==> src/rtl/seg_scan_display.sv <==
// Multiplexed seven-segment display controller: latches a packed hex word and
// scans it across N_DIGITS common-anode digits with a dark interval at every switch.
module seg_scan_display #(
  parameter int N_DIGITS    = 8,
  parameter int REFRESH_DIV = 100000,
  parameter int DEAD_CYCLES = 2
) (
  input  logic                    clk,
  input  logic                    rst,
  input  logic [4*N_DIGITS-1:0]   BCD_Data,
  input  logic [N_DIGITS-1:0]     DP_Data,
  input  logic                    Blank_LZ,
  input  logic                    Display_WE,
  output logic [N_DIGITS-1:0]     Anode_Control,
  output logic [6:0]              Cathode_Control,
  output logic                    DP_Control,
  output logic [4*N_DIGITS-1:0]   Display_Data
);

  localparam int IDX_W = (N_DIGITS > 1) ? $clog2(N_DIGITS) : 1;
  localparam int PRE_W = $clog2(REFRESH_DIV);

  localparam logic [PRE_W-1:0] PRE_LAST  = PRE_W'(REFRESH_DIV - 1);
  localparam logic [PRE_W-1:0] PRE_DEAD  = PRE_W'(DEAD_CYCLES);
  localparam logic [IDX_W-1:0] IDX_LAST  = IDX_W'(N_DIGITS - 1);

  logic [4*N_DIGITS-1:0] data_r;
  logic [N_DIGITS-1:0]   dp_r;
  logic                  blz_r;
  logic [PRE_W-1:0]      pre_r;
  logic [IDX_W-1:0]      idx_r;
  logic [N_DIGITS-1:0]   anode_r;
  logic [6:0]            cath_r;
  logic                  dp_out_r;

  logic [N_DIGITS-1:0]   blank_s;
  logic                  nz_acc_s;
  logic [N_DIGITS-1:0]   anode_sel_s;
  logic [3:0]            nib_s;
  logic                  dp_sel_s;
  logic                  blank_sel_s;
  logic                  dark_s;

  // Active-low gfedcba pattern for one hex nibble.
  function automatic logic [6:0] hex_to_seg(input logic [3:0] nib);
    logic [6:0] seg;
    case (nib)
      4'h0:    seg = 7'b1000000;
      4'h1:    seg = 7'b1111001;
      4'h2:    seg = 7'b0100100;
      4'h3:    seg = 7'b0110000;
      4'h4:    seg = 7'b0011001;
      4'h5:    seg = 7'b0010010;
      4'h6:    seg = 7'b0000010;
      4'h7:    seg = 7'b1111000;
      4'h8:    seg = 7'b0000000;
      4'h9:    seg = 7'b0010000;
      4'hA:    seg = 7'b0001000;
      4'hB:    seg = 7'b0000011;
      4'hC:    seg = 7'b1000110;
      4'hD:    seg = 7'b0100001;
      4'hE:    seg = 7'b0000110;
      4'hF:    seg = 7'b0001110;
      default: seg = 7'b1111111;
    endcase
    return seg;
  endfunction

  // Shadow register for the display word, decimal points and blanking mode.
  always_ff @(posedge clk or negedge rst) begin
    if (!rst) begin
      data_r <= '0;
      dp_r   <= '0;
      blz_r  <= 1'b0;
    end else if (Display_WE) begin
      data_r <= BCD_Data;
      dp_r   <= DP_Data;
      blz_r  <= Blank_LZ;
    end else begin
      data_r <= data_r;
      dp_r   <= dp_r;
      blz_r  <= blz_r;
    end
  end

  // Slot prescaler and digit index; writes never disturb the scan position.
  always_ff @(posedge clk or negedge rst) begin
    if (!rst) begin
      pre_r <= '0;
      idx_r <= '0;
    end else if (pre_r == PRE_LAST) begin
      pre_r <= '0;
      if (idx_r == IDX_LAST) begin
        idx_r <= '0;
      end else begin
        idx_r <= idx_r + IDX_W'(1);
      end
    end else begin
      pre_r <= pre_r + PRE_W'(1);
      idx_r <= idx_r;
    end
  end

  // Leading-zero mask: scanning from the top, a digit stays blank until a
  // nonzero nibble or a lit decimal point is seen at or above it.
  always_comb begin
    blank_s  = '0;
    nz_acc_s = 1'b0;
    for (int i = N_DIGITS - 1; i >= 0; i--) begin
      nz_acc_s   = nz_acc_s | (|data_r[4*i +: 4]) | dp_r[i];
      blank_s[i] = blz_r & ~nz_acc_s & (i != 0);
    end
  end

  // Select the current digit's nibble, decimal point and blank flag.
  always_comb begin
    nib_s       = 4'h0;
    dp_sel_s    = 1'b0;
    blank_sel_s = 1'b0;
    anode_sel_s = '1;
    for (int i = 0; i < N_DIGITS; i++) begin
      if (idx_r == IDX_W'(i)) begin
        nib_s          = data_r[4*i +: 4];
        dp_sel_s       = dp_r[i];
        blank_sel_s    = blank_s[i];
        anode_sel_s[i] = 1'b0;
      end else begin
        anode_sel_s[i] = 1'b1;
      end
    end
    dark_s = (pre_r < PRE_DEAD) | blank_sel_s;
  end

  // Pin register, one cycle behind the scan counters.
  always_ff @(posedge clk or negedge rst) begin
    if (!rst) begin
      anode_r  <= '1;
      cath_r   <= 7'h7F;
      dp_out_r <= 1'b1;
    end else if (dark_s) begin
      anode_r  <= '1;
      cath_r   <= 7'h7F;
      dp_out_r <= 1'b1;
    end else begin
      anode_r  <= anode_sel_s;
      cath_r   <= hex_to_seg(nib_s);
      dp_out_r <= ~dp_sel_s;
    end
  end

  assign Anode_Control   = anode_r;
  assign Cathode_Control = cath_r;
  assign DP_Control      = dp_out_r;
  assign Display_Data    = data_r;

endmodule

==> config.mk <==
export PLATFORM = sky130hd
export DESIGN_NAME = seg_scan_display
export DESIGN_NICKNAME = d
export VERILOG_FILES = /design/src/rtl/seg_scan_display.sv
export SDC_FILE = /design/constraint.sdc
export NUM_CORES = 1
export LEC_CHECK = 0
export CORE_AREA = 4 4 93 112
export DETAILED_ROUTE_END_ITERATION = 6
export DIE_AREA = 0 0 97 116
export GPL_TIMING_DRIVEN = 0
export PLACE_DENSITY = 0.69
export REMOVE_ABC_BUFFERS = 1
export SLEW_MARGIN = 30
export SYNTH_ARGS = -nofsm -noshare
export SYNTH_HDL_FRONTEND = slang
export SYNTH_SLANG_ARGS = --single-unit
==> constraint.sdc <==
create_clock -name clk -period 3.9 [get_ports clk]
set_input_delay 0.975 -clock clk [delete_from_list [all_inputs] [get_ports clk]]
set_output_delay 0.975 -clock clk [all_outputs]
set_load 0.05 [all_outputs]
# Word level (Yosys, flattened, before mapping)
# Memories as Yosys holds them, arrays and structs flattened.
# Cells that the tools add are included.
# totals
register_bits,77
rom_bits,112
in_bits,44
output_inout_bits,48
elab_cells,93
mem_count,1
# op_classes
n_addsub,2
n_lt_le_gt_ge,1
n_eq_ne,8
muxes,36
bitwise_logic,29
n_reduce_logical,8
# memory_table
name,words,width,rd,rd_clocked_by_memory_dff,write_ports,line,rtl
(no name shown),16,7,1,0,0,47,case (nib)
# op_table
op,count
$mux 4,8
$reduce_or 4->1,7
$mux 1,24
$add 17x1->17 const B,1
$eq 17x17->1 const B,1
$lt 17x2->1 const B,1
$mux 17,1
$or 1x1->1,14
$eq 3x3->1 const B,4
$mux 8,1
$not 1->1,8
$and 1x1->1,7
$mux 7,1
$eq 3x2->1 const B,2
$add 3x1->3 const B,1
$eq 3x1->1 const B,1
$logic_not 3->1,1
$mux 3,1

# Depth between registers and ports, before layout
# depth
depth_word,25
depth_mapped,13
depth_no_buf,12

# Worst setup path after synthesis
# OpenSTA, ideal clock, no wires.
# synth_timing
kind,flip-flop to flip-flop
start,reg idx_r[0]
end,reg cath_r[3] (netlist: Cathode_Control[3])
setup_time_ns,0.081
t_arrival_ns,2.595
required_time_ns,3.819
setup_slack_ns,1.224
path_stages_with_launch,13
n_path_buf,1
period_less_slack_ns,2.676
path_cell_list,dfrtp_1 -> ha_1 -> ha_1 -> buf_4 -> nor4_1 -> nand3_1 -> o21a_1 -> a31oi_1 -> inv_1 -> ha_1 -> mux2_4 -> mux2i_1 -> nand2_1
# synth_between
elab_chain_cells,11
# synth_lines
element,line,rtl
"start, declared",31,logic [IDX_W-1:0] idx_r;
"start signal, assigned",96,idx_r <= idx_r + IDX_W'(1);
"start signal, assigned",100,idx_r <= idx_r;
$logic_not 3->1,122,if (idx_r == IDX_W'(i)) begin
$mux 4 (8 in a row),122,
$mem_v2 16x7,--,
$mux 7 *,140,end else if (dark_s) begin
"end signal, assigned",146,cath_r <= hex_to_seg(nib_s);
"end, declared",33,logic [6:0] cath_r;
# Mark *: on every way between the ends. The rest lies on a longest branch, timed or not.
# A chain may end at the register's enable or synchronous reset.

# Worst setup path in the final report
# layout_timing
start,reg idx_r[2]
end,reg cath_r[3] (netlist: Cathode_Control[3])
# Same word-level chain as after synthesis.

==> impl_summary.log <==
INFO  metric cts_tree = done
INFO  metric gp_congestion = 0.811
INFO  metric hpwl = 6.72 mm
INFO  metric total_leakage_power = roughly 2.1 nW
INFO  metric overall_via_count_from_detail_route = ~3.0k
INFO  metric clock-skew-final = approximately 0.0065 ns
INFO  metric power.share.switching = between 20% and 30%
INFO  metric synth_cells = approximately 360
INFO  metric num_rows = 39
INFO  metric power.internal = 1.61 mW
INFO  metric reg2regPathDepth = 11
INFO  metric postSynth.topFlopCell = sky130_fd_sc_hd__dfrtp_1
INFO  metric net-switching-power = 647 uW
INFO  metric hold_depth = 1
INFO  metric grt_first_pass_wirelength = 14.7 mm
INFO  metric cts_repair_resize_count = 0
INFO  metric sequentialPowerShare = a little over 40%
INFO  metric flow.area_growth_from_synthesis = 34.5%
INFO  metric muxShareOfSynthArea = 11.4%
INFO  metric final_setup_tns = 0 ns
INFO  metric place.port_buffers = about 90
INFO  metric final-max-slew-violation-count = 0
INFO  metric routed_wire_length_per_instance = about 16 um
INFO  metric holdBufCountCts = 0
INFO  metric synth-edff-count = 0
INFO  metric synth_top_family_by_area = simple AND/OR/NAND/NOR gates
INFO  metric cts.htree.levels = 3
INFO  metric setup.worst_path.end_class = flip-flop
INFO  metric clk-insertion-delay-late = roughly 0.34 ns
INFO  metric synth_warnings = 0
INFO  metric grt_antenna_before_repair = 0
INFO  metric tritoncts.num_buffers = 9
INFO  metric hold_start = pre_r[8]
INFO  metric ys_async_sr_fraction = 100%
INFO  metric cts.root.buffer_cell = sky130_fd_sc_hd__clkbuf_16
INFO  metric timing.slew.headroom = ~43%
INFO  metric ioPinCount = 92
INFO  metric grt_use_total = between 10% and 20%
INFO  metric power_density = approximately 440 mW/mm2
INFO  metric cts-root-to-sink-buffers = 2
INFO  metric run_status = finished, final reports clean
INFO  metric synth-xor-area-share = 3.20%
INFO  metric initial_core_util = between 40% and 50%
INFO  metric dieArea = ~0.011 mm2
INFO  metric synth-compound-area-share = about 11%
INFO  metric num_antenna_cells = 0
INFO  metric cap_viol_max_count = 0
INFO  metric critPathLaunchType = flip-flop
INFO  metric synth_seq_area_share = between 50% and 60%
INFO  metric drc = 0
INFO  metric drt_first_pass_iters = 4
INFO  metric synthSimpleGateAreaFrac = approximately 15%
INFO  metric worst_ep_required_time = between 4 and 5 ns
INFO  metric max_slew.worst_pin.slew = ~0.86 ns
INFO  metric unrepaired_setup_endpoints_after_global_routing = no
INFO  metric hold_viol = 0
INFO  metric worst_setup_hold_path_clk_slew = about 0.060 ns
INFO  metric final_min_period_over_clock_period = between 80% and 90%
INFO  metric achievable-frequency = roughly 290 MHz
INFO  metric share_comb_of_total_power = 20.2%
INFO  metric postSynthAreaPerCell = approximately 11 um2
INFO  metric finalCriticalPeriod = about 3.4 ns
INFO  metric hold_ws = 0.484 ns
INFO  metric crit_path_start = idx_r[2]
INFO  metric ir_worst_vdd = about 0.00020 V
INFO  metric standard_cell_core_area = 0.00942 mm2
INFO  metric drive_above_1_share = ~16%
INFO  metric yosys_register_bits = 77
INFO  metric pin_count_of_the_biggest_net_entering_global_routing = 44
INFO  metric die_w = a little under 100 um
INFO  metric wl = a little over 9 mm
INFO  metric cp_data_arrival_time = ~3.7 ns
INFO  metric critical_path_peak_fanout = 21
INFO  metric grt_pass1_vias = just under 3k
INFO  metric vias_per_cell = ~5.2
INFO  metric cts_sinks = 77
INFO  metric route.antenna.remaining_nets = 0
INFO  metric grt_remaining_overflow = 0
INFO  metric die_h = roughly 120 um
INFO  metric finalSetupViolations = 0
INFO  metric yosys.area_share.adder = approximately 4.2%
INFO  metric dr.first_iter.drc_count = between 150 and 200
INFO  metric final_net_count = around 500
INFO  metric post-cts-setup-buffer-count = 0
INFO  metric min_path_type = reg -> reg
INFO  metric synth.lib_cells_used.distinct = 50
INFO  metric synthesis.area = 0.00383 mm2
INFO  metric regToRegStartpoint = idx_r[2]
INFO  metric power.share.clock = 39.3%
INFO  metric timing_worst_setup_path_type = reg -> reg
## kinds of logic after synthesis
group           after synthesis
compound gates               68
fa+ha+maj                    13
simple gates                115
buf+inv                      36
flops                        77
mux                          39
xor+xnor                     14
## layer usage
metal	global-route usage, %	part of all wire (%)	wire length [um]
met5	0	0	0
met4	7.87	2.3	210
met3	3.19	5.7	523
met1	20.5	42	3850
met2	27.9	50	4520
## power by group through the flow
stage / Sequential (mW) / Clock [mW] / Combinational [mW]
detailed placement: 0.928 / 0 / 0.459
CTS: 0.915 / 0.904 / 0.460
floorplan: 1.08 / 0 / 0.105
finish: 0.914 / 0.885 / 0.455
global placement: 0.928 / 0 / 0.452
global route: 0.922 / 0.940 / 0.481
## placed cells by master (no fill, tap or decap), types with 3 or more instances in the layout
cell type,instances
sky130_fd_sc_hd__clkdlybuf4s50_1,89
sky130_fd_sc_hd__a21oi_1,19
sky130_fd_sc_hd__nand2_1,36
sky130_fd_sc_hd__clkinvlp_4,3
sky130_fd_sc_hd__a31oi_1,3
sky130_fd_sc_hd__o22ai_1,3
sky130_fd_sc_hd__nor3_1,3
sky130_fd_sc_hd__xnor2_1,8
sky130_fd_sc_hd__inv_1,17
sky130_fd_sc_hd__nand4_1,3
sky130_fd_sc_hd__nor2b_1,4
sky130_fd_sc_hd__ha_1,13
sky130_fd_sc_hd__dfstp_2,16
sky130_fd_sc_hd__mux2i_1,5
sky130_fd_sc_hd__dfrtp_1,61
sky130_fd_sc_hd__o21ai_0,17
sky130_fd_sc_hd__o221ai_1,3
sky130_fd_sc_hd__nor2_1,25
sky130_fd_sc_hd__xor2_1,6
sky130_fd_sc_hd__clkbuf_16,9
sky130_fd_sc_hd__and3_1,5
sky130_fd_sc_hd__nand3b_1,4
sky130_fd_sc_hd__mux2_2,33
sky130_fd_sc_hd__and2_1,4
sky130_fd_sc_hd__or4_1,4
sky130_fd_sc_hd__nand3_1,16
sky130_fd_sc_hd__nor4_1,6
## through the flow
step	util, %	setup slack (ns)	power (mW)	std cells	cell area [um2]
4_1_cts	54.7	0.515	2.28	575	5150
5_1_grt	54.7	0.119	2.34	575	5150
3_5_place_dp	51.3	0.535	1.39	559	4840
2_1_floorplan	-	1.07	1.19	343	3730
6_report	54.7	0.475	2.25	575	5150
3_3_place_gp	50.9	-0.746	1.38	557	4800
## flip-flops by register name (all words and copies together) (netlist names)
name,cells
DP_Control,1
Cathode_Control,7
dp_r,8
idx_r,3
blz_r,1
Display_Data,32
pre_r,17
Anode_Control,8
## critical path: stages (launching register included)
cell and delay, ns:
sky130_fd_sc_hd__dfrtp_1 0.77, sky130_fd_sc_hd__inv_1 0.22, sky130_fd_sc_hd__ha_1 0.41, sky130_fd_sc_hd__nor4_1 0.39, sky130_fd_sc_hd__nand3_1 0.12, sky130_fd_sc_hd__o21a_1 0.14
sky130_fd_sc_hd__a31oi_1 0.38, sky130_fd_sc_hd__inv_1 0.17, sky130_fd_sc_hd__ha_1 0.23, sky130_fd_sc_hd__mux2_4 0.26, sky130_fd_sc_hd__mux2i_1 0.14, sky130_fd_sc_hd__nand2_1 0.07
## final timing paths
check	endpoint	slack [ns]
worst max-delay path	Cathode_Control[3]	0.48
worst min-delay path	pre_r[8]	0.48
worst max register to register	Cathode_Control[3]	0.48
worst min register to register	pre_r[8]	0.48
max in group asynchronous	DP_Control	2.68
min in group asynchronous	Display_Data[10]	0.59
## area by class of cell
cell class | instances | area, um2
Timing Repair Buffer | 93 | 943
Fill cell | 822 | 4270
Clock inverter | 6 | 87.6
Sequential cell | 77 | 1950
Multi-Input combinational cell | 249 | 1730
Clock buffer | 10 | 229
Tap cell | 123 | 154
Inverter | 17 | 63.8
## cells in the mapped netlist, types with 5 or more instances
master,number,area share [%]
sky130_fd_sc_hd__a21oi_1,19,2.5
sky130_fd_sc_hd__and3_1,5,0.82
sky130_fd_sc_hd__buf_2,9,1.2
sky130_fd_sc_hd__clkbuf_1,5,0.49
sky130_fd_sc_hd__dfrtp_1,61,40
sky130_fd_sc_hd__dfstp_2,16,11
sky130_fd_sc_hd__ha_1,13,4.2
sky130_fd_sc_hd__inv_1,17,1.7
sky130_fd_sc_hd__mux2_2,33,9.7
sky130_fd_sc_hd__mux2i_1,5,1.3
sky130_fd_sc_hd__nand2_1,36,3.5
sky130_fd_sc_hd__nand3_1,16,2.1
sky130_fd_sc_hd__nor2_1,25,2.5
sky130_fd_sc_hd__nor4_1,6,0.98
sky130_fd_sc_hd__o21ai_0,17,2.2
sky130_fd_sc_hd__xnor2_1,8,1.8
sky130_fd_sc_hd__xor2_1,6,1.4
Note: power is estimated with default switching activity, not from simulation.
